<file path="src/rtl/ahb_response_mux_if.sv">
// AHB-Lite return-path bundle between decoder/slaves, the response mux and the master.
// Latency: none (wires only).
// Backpressure: m_hready_o carries slave/default-slave wait states back to the master.
// Ports (suffixes are from the mux's point of view):
//   m_htrans_i, m_hready_o, m_hresp_o, m_hrdata_o  - master side
//   s_hsel_i, s_hreadyout_i, s_hresp_i, s_hrdata_i - decoder and slave side
// Modport slave is the mux view; modport master is the view of whatever drives the mux.
interface ahb_response_mux_if #(
  parameter int SLV_NUMBER = 16,
  parameter int DATA_WIDTH = 32
);
  logic [1:0]                       m_htrans_i;
  logic                             m_hready_o;
  logic                             m_hresp_o;
  logic [DATA_WIDTH-1:0]            m_hrdata_o;
  logic [SLV_NUMBER-1:0]            s_hsel_i;
  logic [SLV_NUMBER-1:0]            s_hreadyout_i;
  logic [SLV_NUMBER-1:0]            s_hresp_i;
  logic [SLV_NUMBER*DATA_WIDTH-1:0] s_hrdata_i;

  modport slave (
    input  m_htrans_i, s_hsel_i, s_hreadyout_i, s_hresp_i, s_hrdata_i,
    output m_hready_o, m_hresp_o, m_hrdata_o
  );

  modport master (
    output m_htrans_i, s_hsel_i, s_hreadyout_i, s_hresp_i, s_hrdata_i,
    input  m_hready_o, m_hresp_o, m_hrdata_o
  );
endinterface

</file>
<file path="src/rtl/ahb_response_mux.sv">
// AHB-Lite response mux with built-in default slave (two-cycle ERROR for unmapped NONSEQ/SEQ).
// Latency: 0 cycles added; data-phase outputs are combinational from captured owner + slave inputs.
// Backpressure: owner capture only on m_hready_o=1, so slave waits freeze routing.
// Ports:
//   clk_i, rst_i - HCLK and asynchronous active-high reset
//   bus          - ahb_response_mux_if.slave (master HTRANS/HREADY/HRESP/HRDATA, per-slave HSEL/HREADYOUT/HRESP/HRDATA)
module ahb_response_mux #(
  parameter int SLV_NUMBER = 16,
  parameter int DATA_WIDTH = 32
) (
  input  logic               clk_i,
  input  logic               rst_i,
  ahb_response_mux_if.slave  bus
);

  localparam int SEL_W = (SLV_NUMBER > 1) ? $clog2(SLV_NUMBER) : 1;

  typedef enum logic [1:0] {DS_OKAY, DS_ERR1, DS_ERR2} ds_state_e;

  ds_state_e             ds_state_q, ds_state_d;
  logic                  slv_q, slv_d;
  logic [SEL_W-1:0]      sel_q, sel_d;
  logic                  ds_err_q, ds_err_d;

  logic                  any_sel;
  logic [SEL_W-1:0]      owner;
  logic                  hready;
  logic                  hresp;
  logic [DATA_WIDTH-1:0] hrdata;
  logic                  ds_hready;
  logic                  ds_hresp;
  logic                  unmapped_xfer;

  assign any_sel = |bus.s_hsel_i;

  // Scan from the top so the lowest set HSEL bit is the last write and wins.
  always_comb begin
    owner = '0;
    for (int i = SLV_NUMBER - 1; i >= 0; i--) begin
      if (bus.s_hsel_i[i]) owner = SEL_W'(i);
    end
  end

  // An accepted address phase that nobody claims and that really transfers.
  assign unmapped_xfer = hready & ~any_sel & bus.m_htrans_i[1];

  // Data-phase owner capture.
  always_comb begin
    slv_d    = slv_q;
    sel_d    = sel_q;
    ds_err_d = ds_err_q;
    if (hready) begin
      slv_d    = any_sel;
      sel_d    = owner;
      ds_err_d = ~any_sel & bus.m_htrans_i[1];
    end
  end

  // Default slave FSM. ERR1 cannot accept an address (hready=0), ERR2 can,
  // so a pipelined unmapped transfer re-enters ERR1 directly.
  always_comb begin
    ds_state_d = ds_state_q;
    ds_hready  = 1'b1;
    ds_hresp   = 1'b0;
    case (ds_state_q)
      DS_OKAY: begin
        if (unmapped_xfer) ds_state_d = DS_ERR1;
      end
      DS_ERR1: begin
        ds_hready  = 1'b0;
        ds_hresp   = ds_err_q;
        ds_state_d = DS_ERR2;
      end
      DS_ERR2: begin
        ds_hresp   = ds_err_q;
        ds_state_d = unmapped_xfer ? DS_ERR1 : DS_OKAY;
      end
      default: ds_state_d = DS_OKAY;
    endcase
  end

  always_ff @(posedge clk_i or posedge rst_i) begin
    if (rst_i) begin
      ds_state_q <= DS_OKAY;
      slv_q      <= 1'b0;
      sel_q      <= '0;
      ds_err_q   <= 1'b0;
    end else begin
      ds_state_q <= ds_state_d;
      slv_q      <= slv_d;
      sel_q      <= sel_d;
      ds_err_q   <= ds_err_d;
    end
  end

  // Return-path mux.
  always_comb begin
    hready = ds_hready;
    hresp  = ds_hresp;
    hrdata = '0;
    if (slv_q) begin
      hready = bus.s_hreadyout_i[sel_q];
      hresp  = bus.s_hresp_i[sel_q];
      hrdata = bus.s_hrdata_i[int'(sel_q)*DATA_WIDTH +: DATA_WIDTH];
    end
  end

  assign bus.m_hready_o = hready;
  assign bus.m_hresp_o  = hresp;
  assign bus.m_hrdata_o = hrdata;

endmodule

</file>
<file path="src/flat_wrapper.sv">
// flat-port wrapper written by rule: the top's interface ports become plain ports
module ahb_response_mux_flat 
#(
  parameter int SLV_NUMBER = 16,
  parameter int DATA_WIDTH = 32
)
  (clk_i, rst_i, bus_m_htrans_i, bus_s_hsel_i, bus_s_hreadyout_i, bus_s_hresp_i, bus_s_hrdata_i, bus_m_hready_o, bus_m_hresp_o, bus_m_hrdata_o);
  ahb_response_mux_if #(.SLV_NUMBER(SLV_NUMBER), .DATA_WIDTH(DATA_WIDTH)) bus_i ();
  input  logic clk_i;
  input  logic rst_i;
  input wire logic [$bits(bus_i.m_htrans_i)-1:0] bus_m_htrans_i;
  input wire logic [$bits(bus_i.s_hsel_i)-1:0] bus_s_hsel_i;
  input wire logic [$bits(bus_i.s_hreadyout_i)-1:0] bus_s_hreadyout_i;
  input wire logic [$bits(bus_i.s_hresp_i)-1:0] bus_s_hresp_i;
  input wire logic [$bits(bus_i.s_hrdata_i)-1:0] bus_s_hrdata_i;
  output wire logic [$bits(bus_i.m_hready_o)-1:0] bus_m_hready_o;
  output wire logic [$bits(bus_i.m_hresp_o)-1:0] bus_m_hresp_o;
  output wire logic [$bits(bus_i.m_hrdata_o)-1:0] bus_m_hrdata_o;
  assign bus_i.m_htrans_i = bus_m_htrans_i;
  assign bus_i.s_hsel_i = bus_s_hsel_i;
  assign bus_i.s_hreadyout_i = bus_s_hreadyout_i;
  assign bus_i.s_hresp_i = bus_s_hresp_i;
  assign bus_i.s_hrdata_i = bus_s_hrdata_i;
  assign bus_m_hready_o = bus_i.m_hready_o;
  assign bus_m_hresp_o = bus_i.m_hresp_o;
  assign bus_m_hrdata_o = bus_i.m_hrdata_o;
  ahb_response_mux #(.SLV_NUMBER(SLV_NUMBER), .DATA_WIDTH(DATA_WIDTH)) u_core (.clk_i(clk_i), .rst_i(rst_i), .bus(bus_i));
endmodule
</file>
<file path="config.mk">
export PLATFORM = sky130hd
export DESIGN_NAME = ahb_response_mux_flat
export DESIGN_NICKNAME = d
export VERILOG_FILES = /design/src/rtl/ahb_response_mux_if.sv /design/src/rtl/ahb_response_mux.sv /design/src/flat_wrapper.sv
export SDC_FILE = /design/constraint.sdc
export NUM_CORES = 1
export LEC_CHECK = 0
export BUFFER_PORTS_ARGS = -buffer_cell sky130_fd_sc_hd__clkbuf_2
export CORE_AREA = 2 2 234 236
export DETAILED_ROUTE_END_ITERATION = 10
export DIE_AREA = 0 0 236 238
export PLACE_DENSITY_LB_ADDON = 0.3
export SYNTH_ARGS = -nofsm -noshare
export SYNTH_HDL_FRONTEND = slang
export SYNTH_SLANG_ARGS = --single-unit
</file>
<file path="constraint.sdc">
create_clock -name clk_i -period 3.05 [get_ports clk_i]
set_input_delay 0.61 -clock clk_i [delete_from_list [all_inputs] [get_ports clk_i]]
set_output_delay 0.61 -clock clk_i [all_outputs]
set_load 0.01 [all_outputs]
</file>
Yosys cells after proc, flatten, opt, wreduce, memory -nomap -nowiden
Cells that the tools add are included.

Output and inout bits: 34. Flip-flop bits (word level): 8.

Magnitude comparators: 1. Bitwise gates (word level): 4. Mux-type cells: 28. Shift-type cells: 1. Reductions and logical operators: 3. Equal/unequal tests: 3.

Operators with widths (number): $shiftx 512x10->32 (1); $mux 4 (16); $mux 32 (1); $reduce_or 16->1 (1); $bmux 1 s4 (2); $mux 1 (7); $pmux 2 s3 (1); $lt 4x5->1 const B (1); $and 1x1->1 (3); $eq 2x1->1 const B (1); $eq 2x2->1 const B (1); $logic_not 2->1 (1); $mux 2 (1); $ne 2x1->1 const B (1); $reduce_or 2->1 (1); $not 1->1 (1).

Logic depth before layout (Yosys ltp)
Gate-level depths: netlist (run 1).

Depth in word-level cells: 16. Gate-level depth with buffers: 8.

Worst setup path before layout (run 1)
No wires, ideal clock.

Kind: register to output. From: reg u_core.sel_q[2]. To: out bus_m_hrdata_o[23]. Arrival time: 2.102 ns. Buffers on the path: 3. Cell stages (with the launch flop): 7. Slack: 0.338 ns. Data required time: 2.440 ns. Path through: dfrtp_1 buf_2 clkbuf_1 clkbuf_1 mux4_2 mux4_2 and2_1.

Longest elaborated chain between the ends: 2.

RTL lines: from (decl) (RTL line ahb_response_mux.sv:22) `logic [SEL_W-1:0] sel_q, sel_d;`; from (signal assigned) (RTL line ahb_response_mux.sv:91) `sel_q <= sel_d;`; $shiftx 512x10->32 (RTL line ahb_response_mux.sv:104) `hrdata = bus.s_hrdata_i[int'(sel_q)*DATA_WIDTH +: DATA_WIDTH];`; $mux 32 (RTL line ahb_response_mux.sv:101) `if (slv_q) begin`; to (decl) (RTL line flat_wrapper.sv:18) `output wire logic [$bits(bus_i.m_hrdata_o)-1:0] bus_m_hrdata_o;`.

No other way between the ends.

Final worst setup path (run 1)
From: reg u_core.sel_q[0]. To: out bus_m_hrdata_o[22].

The elaborated chain is that of the path after synthesis.

==> results.cfg, run 1 <==
[power]
ir_worst_vdd_v = 0.000289
leakagePower_nw = 4.13
power_density_nw_per_um2 = 549

[timing]
drv_slew = 0
setup_viol = 0
slew_headroom_pct = 53.1
period_share_pct = 99.7
rsz0062_at_grt = yes
worst_pin_slew_ns = 0.704
finClkSkew_ns = 0.00297
fmax_mhz = 329
hold_viol_final = 0
whs_ns = 0.309
setup_tns_ns = 0
fin_crit_ns = 3.04

[floorplanning]
fp.dieW_um = 236
fp.dieH_um = 238
row_count = 85
core_area_um2 = 53500
initial_core_util_pct = 9.17
die-area_um2 = 56200
ios = 598

[detailed_routing]
route.detailed.drc = 0
viasPerCell = 3.87
first_pass_iters = 4
antenna_left = 0
routed_wl_um = 30900
wl_met1_um = 11400
dr_total_vias = 6293
drt_iter0_markers = 320
dr_wl_met3_um = 2600
wl_met2_um = 15900
wire_per_inst_um = 19.0
top_layer = met5

[final_layout]
finalNonFillerCells = 1628
drive_above_1_share_pct = 88.8
syn2layout_area_growth_pct = 87.7
nNetsFinal = 1499
design_area_um2 = 9210

[clocking]
cts_hold_buf = 0
cts_buffers = 3
cts_tree = done
cts_buffer_depth = 2
clock-root-buffer = clkbuf_16
cts_sinks = 8
cts_htree_levels = 1
clkLatencyLatePin_ns = 0.23
clk_pin_slew_ns = 0.04

[synth]
ys_ff_latch = 8
netlist_instances = 326
ys_seq_area_share_pct = 4.08
ys_top_cells_by_area = mux4_2 (76%), and2_1 (4.1%), dfrtp_1 (4.1%), buf_6 (2.1%), clkbuf_1 (1.7%)
syn_area_per_cell_um2 = 15.1
synth_cell_types = 35
yosysTopAreaCellShare_pct = 76.2
syn_area_um2 = 4910
yosys_warnings = 0
syn_nets = 895
yosysTopAreaCell = mux4_2

[worst_setup_path]
path_buf_inv = 4
startpoint_type = flop
reg2reg_depth = 9
critical-path-top-delay-family = multiplexers
endpoint_kind = output pin
critPathMaxStageDelay_ns = 0.53
rrSetupSlack_ns = 0.56
crit_required_ns = 2.44
criticalPathCategory = flop to output pin
crit_fanout = 5
crit_arrival_ns = 2.43
path_cells = buf_12, clkbuf_16, buf_4, mux4_2, mux4_2, and2_1, clkbuf_2
rr_startpoint = u_core.sel_q[0]
worstReg2RegEnd = u_core.ds_state_q[0]
cpMostUsedCell = mux4_2
cpMaxStageDelayCell = dfrtp_4

[global_route]
antenna_found_initial = 5
grt_pass1_vias = 7017
grt_overflow_total = 0
grt_pass1_wl_um = 41500
grt_max_degree = 68
gr-usage-all-layers_pct = 9.72

[place]
gp_congestion = 0.873
place_inst = 1606
hpwl_um = 26600
post_dp_cell_area_um2 = 8860
numPortBuffers = 596

[hold_path]
worst_hold_path_type = primary input to asynchronous set/reset pin

[status]
outcome = finished, final reports clean

[run]
maxCapViolations = 0
==> worst register-to-register path, cell delays in order (launching register included) <==
cell and delay (ns):
dfrtp_4 0.53, buf_12 0.16, clkbuf_16 0.18, mux2_2 0.24
o22ai_1 0.14, nor4_4 0.18, a211oi_2 0.08, buf_4 0.18
or4b_4 0.56, mux2i_1 0.13
==> cell type report <==
type / count / area (µm²)
Inverter: 8 / 30.0
Fill cell: 5966 / 44300
Multi-Input combinational cell: 267 / 4440
Timing Repair Buffer: 642 / 3570
Clock buffer: 4 / 78.8
Tap cell: 696 / 871
Antenna cell: 3 / 7.51
Sequential cell: 8 / 214
==> cell usage after synthesis, drive strengths merged <==
library cell / instances
a21o: 1
mux2i: 6
o31ai: 2
nand2: 13
nor2: 7
nand3b: 1
ha: 5
nor3: 5
buf: 21
o21ai: 3
nand2b: 4
a211oi: 2
nor4: 5
clkbuf: 22
inv: 8
or2: 1
mux2: 2
nor3b: 1
o22ai: 1
or4b: 1
o21bai: 1
a221oi: 1
a21oi: 3
and2: 32
o41ai: 1
mux4: 167
nand3: 1
and4: 1
dfrtp: 8
==> per-stage QoR <==
| stage | utilization [%] | setup WS [ns] | power [mW] |
|---|---|---|---|
| 6_report | 17.2 | 0.00954 | 5.06 |
| 5_1_grt | 17.2 | -0.0215 | 5.40 |
| 4_1_cts | 16.8 | -0.0439 | 4.73 |
| 3_5_place_dp | 16.6 | 0.181 | 4.44 |
| 3_3_place_gp | 16.6 | 0.174 | 4.43 |
| 2_1_floorplan | - | 0.338 | 3.07 |
==> per-layer routing <==
layer	global-route usage (%)	vias to the layer above
met3	2.14	33
li1	-	2701
met2	18.3	408
met1	10.7	3149
met5	0	-
met4	3.47	2
==> state kept, by name, summed over array words and instances, names as in the netlist <==
name and cells:
u_core.sel_q 4, u_core.slv_q 1, u_core.ds_state_q 2, u_core.ds_err_q 1
==> power by group <==
| group | switching [mW] | internal, mW |
|---|---|---|
| sequential | 0.0700 | 0.130 |
| combinational | 1.80 | 2.84 |
| clock | 0.0486 | 0.174 |
==> cells by family after synthesis <==
kind of cell / synth area share [%]
muxes: 78.4
and+or+nand+nor: 8.57
buffers and inverters: 5.56
AOI/OAI and AO/OA: 2.12
DFF: 4.08
adders and majority gates: 1.27
==> cell usage in the layout, fill, tap and decap left out, types with 2 or more instances in the layout <==
master     instances
dfrtp_2            2
ha_1               5
clkbuf_16          6
mux2i_1            6
buf_4             20
o31ai_1            2
nor3_1             5
a21oi_1            3
dfrtp_4            3
inv_1              8
and2_4             3
o21ai_0            2
buf_6             13
nand2_1           13
nor4_1             4
mux2_2             2
mux4_2           166
nor2_1             7
clkbuf_2         596
buf_12             8
dfrtp_1            3
buf_16             2
diode_2            3
and2_1            29
nand2b_1           4
==> worst max path at each step <==
| stage | startpoint | end | slack, ns | depth (start not counted) |
|---|---|---|---|---|
| final | u_core.sel_q[0] | bus_m_hrdata_o[22] | 0.01 | 7 |
| after global routing | u_core.sel_q[0] | bus_m_hrdata_o[10] | -0.02 | 6 |
| after CTS | u_core.sel_q[0] | bus_m_hrdata_o[10] | -0.04 | 6 |
| after detailed placement | u_core.sel_q[0] | bus_m_hrdata_o[3] | 0.18 | 6 |
| after global placement | u_core.sel_q[0] | bus_m_hrdata_o[2] | 0.17 | 6 |
| after floorplan | u_core.sel_q[2] | bus_m_hrdata_o[23] | 0.34 | 6 |
==> timing repair <==
action / in CTS / in global routing
buffers inserted: 0 / 10
cloned: 0 / 5
pin swaps: 2 / 0
endpoints found under the setup margin: 15 / 29
gates resized for setup: 5 / 11
Note: power is estimated with default switching activity, not from simulation.
==> run 2, diff against run 1 <==
--- a/config.mk
+++ b/config.mk
@@ -9,6 +9,7 @@
 export CORE_AREA = 2 2 234 236
 export DETAILED_ROUTE_END_ITERATION = 10
 export DIE_AREA = 0 0 236 238
+export GPL_TIMING_DRIVEN = 0
 export PLACE_DENSITY_LB_ADDON = 0.3
 export SYNTH_ARGS = -nofsm -noshare
 export SYNTH_HDL_FRONTEND = slang
==> run 2 against run 1 <==
Effect of this change:
- the run now ends with negative setup slack left
- sequential cell count unchanged
- utilization grew 0.69 points
- hold slack better by 0.0034 ns
- first-iteration DRC count is 3.1% higher
- clock-buffer cell count decreased by 1
- design area up 4.0%
- sequential power decreased by 29%
- sequential share of layout area down 0.21 points
- global-route usage is 3.2 points higher
==> results.cfg, run 2 (synthesis gave the netlist of run 1 again) <==
[status]
outcome = finished, violations left
violations = negative setup slack

[clocking]
clkLatencyLatePin_ns = 0.23
cts_tree = done
cts_buffer_depth = 2
clock-root-buffer = clkbuf_16
cts_buffers = 3
cts_sinks = 8
clk_pin_slew_ns = 0.04
cts_htree_levels = 1

[power]
power_density_nw_per_um2 = 612
p_int_mw = 3.48
ir_worst_vdd_v = 0.000312
leakagePower_nw = 4.28
swShare_pct = 40.6
pwr-share-seq_pct = 2.4
pwr-share-comb_pct = 93.9
p_clk_share_pct = 3.7
p_switching_mw = 2.38

[global_route]
gr-usage-all-layers_pct = 12.9
grt_overflow_total = 0
antenna_found_initial = 12
grt_pass1_wl_um = 51100
grt_pass1_vias = 7301
grt_max_degree = 11

[worst_setup_path]
crit_required_ns = 2.44
crit_fanout = 10
crit_arrival_ns = 2.45
startpoint_type = flop
endpoint_kind = output pin
criticalPathCategory = flop to output pin

[place]
post_dp_cell_area_um2 = 8760
place_inst = 1618
hpwl_um = 32600
gp_congestion = 0.856
numPortBuffers = 596

[floorplanning]
core_area_um2 = 53500
initial_core_util_pct = 9.17
fp.dieW_um = 236
ios = 598
row_count = 85
fp.dieH_um = 238
die-area_um2 = 56200

[timing]
rsz0062_at_grt = yes
slew_headroom_pct = 43.5
finClkSkew_ns = 0.000311
hold_viol_final = 0
fmax_mhz = 327
fin_crit_ns = 3.06
setup_viol = 3
worst_slack_ns = -0.0116
worst_pin_slew_ns = 0.848
drv_slew = 0
period_share_pct = 100

[final_layout]
largest_registers = u_core.sel_q (4), u_core.ds_state_q (2)
top_register = u_core.sel_q
largest_register_ff_count = 4
final_cell_mix = clkbuf_2 (597), mux4_2 (166), and2_1 (27), buf_12 (13), nand2_1 (13)
design_area_um2 = 9580
regArea_um2 = 203
finalNonFillerCells = 1644
fill_cells = 5964
multi_input_area_um2 = 4450
syn2layout_area_growth_pct = 95.3
drive_above_1_share_pct = 88.4
nNetsFinal = 1512
final_common_cell = clkbuf_2

[detailed_routing]
routed_wl_um = 39300
first_pass_iters = 6
dr_total_vias = 6545
drt_iter0_markers = 330
antenna_left = 0
viasPerCell = 3.98
route.detailed.drc = 0
wire_per_inst_um = 23.9

[run]
maxCapViolations = 0

[hold_path]
worst_hold_path_type = primary input to asynchronous set/reset pin
[run 2: metrics by stage]
step | power [mW] | util, % | TNS (ns) | hold WS (ns) | setup slack [ns]
global route | 6.22 | 17.9 | -1.56 | 0.340 | -0.0883
global placement | 4.71 | 16.4 | -35.92 | 0.493 | -1.58
finish | 5.86 | 17.9 | -0.0326 | 0.312 | -0.0116
detailed placement | 4.72 | 16.4 | -34.86 | 0.487 | -1.35
floorplan | 3.07 | - | 0 | 0.426 | 0.338
CTS | 5.75 | 17.6 | -1.23 | 0.324 | -0.0833
[run 2: power by group through the flow]
stage	combinational, mW	sequential (mW)	clock (mW)
after global routing	5.85	0.145	0.223
after floorplan	2.93	0.138	0
final	5.50	0.142	0.216
after detailed placement	4.57	0.151	0
after global placement	4.56	0.150	0
after CTS	5.39	0.143	0.220
[run 2: final timing paths]
| path | startpoint | endpoint | slack [ns] | cells after the start |
|---|---|---|---|---|
| worst min-delay path | rst_i | u_core.ds_err_q | 0.31 | 2 |
| worst max register to register | u_core.slv_q | u_core.ds_state_q[0] | 0.74 | 5 |
| worst min register to register | u_core.ds_err_q | u_core.ds_err_q | 0.50 | 2 |
| min in group clk_i | u_core.ds_err_q | u_core.ds_err_q | 0.50 | 2 |
| max in group asynchronous | rst_i | u_core.sel_q[3] | 2.48 | 2 |
| worst max-delay path | u_core.sel_q[0] | bus_m_hrdata_o[25] | -0.01 | 7 |
[run 2: area by class of cell]
class | instances | share of cell area, %
plain buffers | 41 | 6.29
diodes | 7 | 0.183
repair buffers | 614 | 34.7
inverters | 8 | 0.313
clock buffers | 3 | 0.783
multi-input cells | 267 | 46.5
well taps | 696 | 9.09
flip-flops and latches | 8 | 2.12
[run 2: repair_timing]
action / in CTS / in global routing
buffers inserted: 10 / 1
gates resized for setup: 97 / 17
hold buffers: 0 / 0
setup endpoints to repair: 33 / 34
hold endpoints to repair: 0 / 0
gates cloned: 4 / 5
[run 2: routing by layer]
| metal | track usage [%] | wire, µm |
|---|---|---|
| met1 | 14.7 | 14400 |
| met2 | 23.0 | 19700 |
| met3 | 3.64 | 3700 |
| met4 | 4.65 | 1530 |
| met5 | 0 | 35 |
[run 2: critical path, stage by stage, from the launching register on]
cell and delay (ns):
dfrtp_2 0.38, buf_12 0.16, buf_16 0.17, buf_16 0.17, mux4_2 0.51, mux4_2 0.51
and2_1 0.19, clkbuf_2 0.12
==> run 3, diff against run 2 <==
--- a/config.mk
+++ b/config.mk
@@ -6,9 +6,9 @@
 export NUM_CORES = 1
 export LEC_CHECK = 0
 export BUFFER_PORTS_ARGS = -buffer_cell sky130_fd_sc_hd__clkbuf_2
-export CORE_AREA = 2 2 234 236
+export CORE_AREA = 10 10 222 224
 export DETAILED_ROUTE_END_ITERATION = 10
-export DIE_AREA = 0 0 236 238
+export DIE_AREA = 0 0 232 234
 export GPL_TIMING_DRIVEN = 0
 export PLACE_DENSITY_LB_ADDON = 0.3
 export SYNTH_ARGS = -nofsm -noshare
==> run 3 against run 2 <==
Effect of this change:
- the flow still finishes with violations (negative setup slack)
- clock skew rose by 0.00066 ns
- via count up 0.38%
- utilization is 3.0 points higher
- sequential cell count is the same
- combinational power decreased by 2%
- first-iteration DRC count up 45%
- sequential share of layout area about the same
- die area is 3.3% lower
- critical path depth rose by 1
- maximum frequency shrank 1.1%
- largest power group unchanged
==> results.cfg, run 3 (synthesis gave the netlist of run 1 again) <==
[power]
leakagePower_nw = 4.26
ir_worst_vdd_v = 0.000193
power_density_nw_per_um2 = 612

[worst_setup_path]
cpMaxStageDelayCell = mux4_2
crit_arrival_ns = 2.49
criticalPathCategory = flop to output pin
crit_fanout = 9
path_cells = buf_12, buf_16, buf_12, buf_12, mux4_2, mux4_2, and2_4, clkbuf_2
crit_required_ns = 2.44
critPathMaxStageDelay_ns = 0.52
cpMostUsedCell = buf_12
startpoint_type = flop
endpoint_kind = output pin
rrSetupSlack_ns = 0.59

[timing]
drv_slew = 0
fin_crit_ns = 3.10
worst_pin_slew_ns = 0.861
fmax_mhz = 323
period_share_pct = 101
setup_viol = 13
hold_viol_final = 0
rsz0062_at_grt = yes
worst_slack_ns = -0.0456
finClkSkew_ns = 0.000970
slew_headroom_pct = 42.6

[place]
post_dp_cell_area_um2 = 8640
numPortBuffers = 596
hpwl_um = 38200
place_inst = 1522
gp_congestion = 0.927

[final_layout]
syn2layout_area_growth_pct = 91.1
nNetsFinal = 1512
top_register = u_core.sel_q
drive_above_1_share_pct = 89.4
final_common_cell = clkbuf_2
design_area_um2 = 9380
largest_register_ff_count = 4
finalNonFillerCells = 1551
largest_registers = u_core.sel_q (4), u_core.ds_state_q (2)
final_cell_mix = clkbuf_2 (597), mux4_2 (166), and2_1 (20), buf_4 (17)

[floorplanning]
initial_core_util_pct = 10.9
core_area_um2 = 44900
ios = 598
fp.dieH_um = 234
fp.dieW_um = 232
row_count = 78
die-area_um2 = 54300

[detailed_routing]
drt_iter0_markers = 478
route.detailed.drc = 0
wire_per_inst_um = 28.4
dr_total_vias = 6570
routed_wl_um = 44100
viasPerCell = 4.24
antenna_left = 0
first_pass_iters = 5

[clocking]
cts_buffers = 3
clock-root-buffer = clkbuf_16
clk_pin_slew_ns = 0.04
clkLatencyLatePin_ns = 0.23
cts_htree_levels = 1
cts_hold_buf = 0
cts_buffer_depth = 2
cts_tree = done
cts_sinks = 8

[global_route]
antenna_found_initial = 14
grt_pass1_vias = 7512
grt_pass1_wl_um = 57300
gr-usage-all-layers_pct = 14.9
grt_max_degree = 11
grt_overflow_total = 0

[status]
outcome = finished, violations left
violations = negative setup slack

[run]
maxCapViolations = 0

[hold_path]
worst_hold_path_type = primary input to asynchronous set/reset pin
run 3: repair_timing:
item	CTS	global route
cloned	4	3
endpoints found under the setup margin	34	34
pin swaps	1	1
resized for setup	82	33
setup buffers	12	0
run 3: worst max-delay path, delay by kind of cell (launching register included):
family                 cells  cell delay, ns
multiplexers               2            1.03
flip-flops                 1            0.38
buffers and inverters      5            0.65
AND/OR/NAND/NOR            1            0.18
run 3: where the power goes:
part	internal, mW	switching [mW]
combinational	3.12	2.25
sequential	0.122	0.0208
clock	0.169	0.0517
total	3.41	2.33
run 3: cell type report:
type | count | area (µm²)
fillers | 4995 | 35500
multi-input cells | 267 | 4480
repair buffers | 614 | 3310
well taps | 600 | 751
plain buffers | 41 | 502
flip-flops and latches | 8 | 203
clock buffers | 3 | 75.1
inverters | 8 | 30.0
diodes | 10 | 25.0
run 3: final timing paths:
path / startpoint / to / cells after the start
setup / recovery: u_core.sel_q[0] / bus_m_hrdata_o[20] / 8
hold / removal: rst_i / u_core.ds_err_q / 2
setup reg to reg: u_core.slv_q / u_core.ds_state_q[0] / 6
hold reg to reg: u_core.ds_err_q / u_core.ds_err_q / 2
max in group asynchronous: rst_i / u_core.sel_q[0] / 2
min in group clk_i: u_core.ds_err_q / u_core.ds_err_q / 2
run 3: per-layer routing:
| metal | wire length, µm | global-route usage (%) | part of all wire (%) |
|---|---|---|---|
| met1 | 15700 | 16.1 | 36 |
| met2 | 22100 | 26.5 | 50 |
| met3 | 5020 | 6.27 | 11 |
| met4 | 1170 | 3.61 | 2.7 |
| met5 | 47 | 0 | 0.11 |
run 3: per-stage QoR:
stage / total power, mW / setup WS (ns) / hold WS, ns / TNS [ns] / utilization [%]
2_1_floorplan: 3.07 / 0.338 / 0.426 / 0 / -
3_3_place_gp: 4.66 / -1.32 / 0.465 / -28.37 / 19.2
3_5_place_dp: 4.68 / -1.01 / 0.481 / -25.68 / 19.3
4_1_cts: 5.65 / -0.0951 / 0.306 / -1.68 / 20.6
5_1_grt: 6.10 / -0.0909 / 0.323 / -2.02 / 20.9
6_report: 5.74 / -0.0456 / 0.296 / -0.314 / 20.9
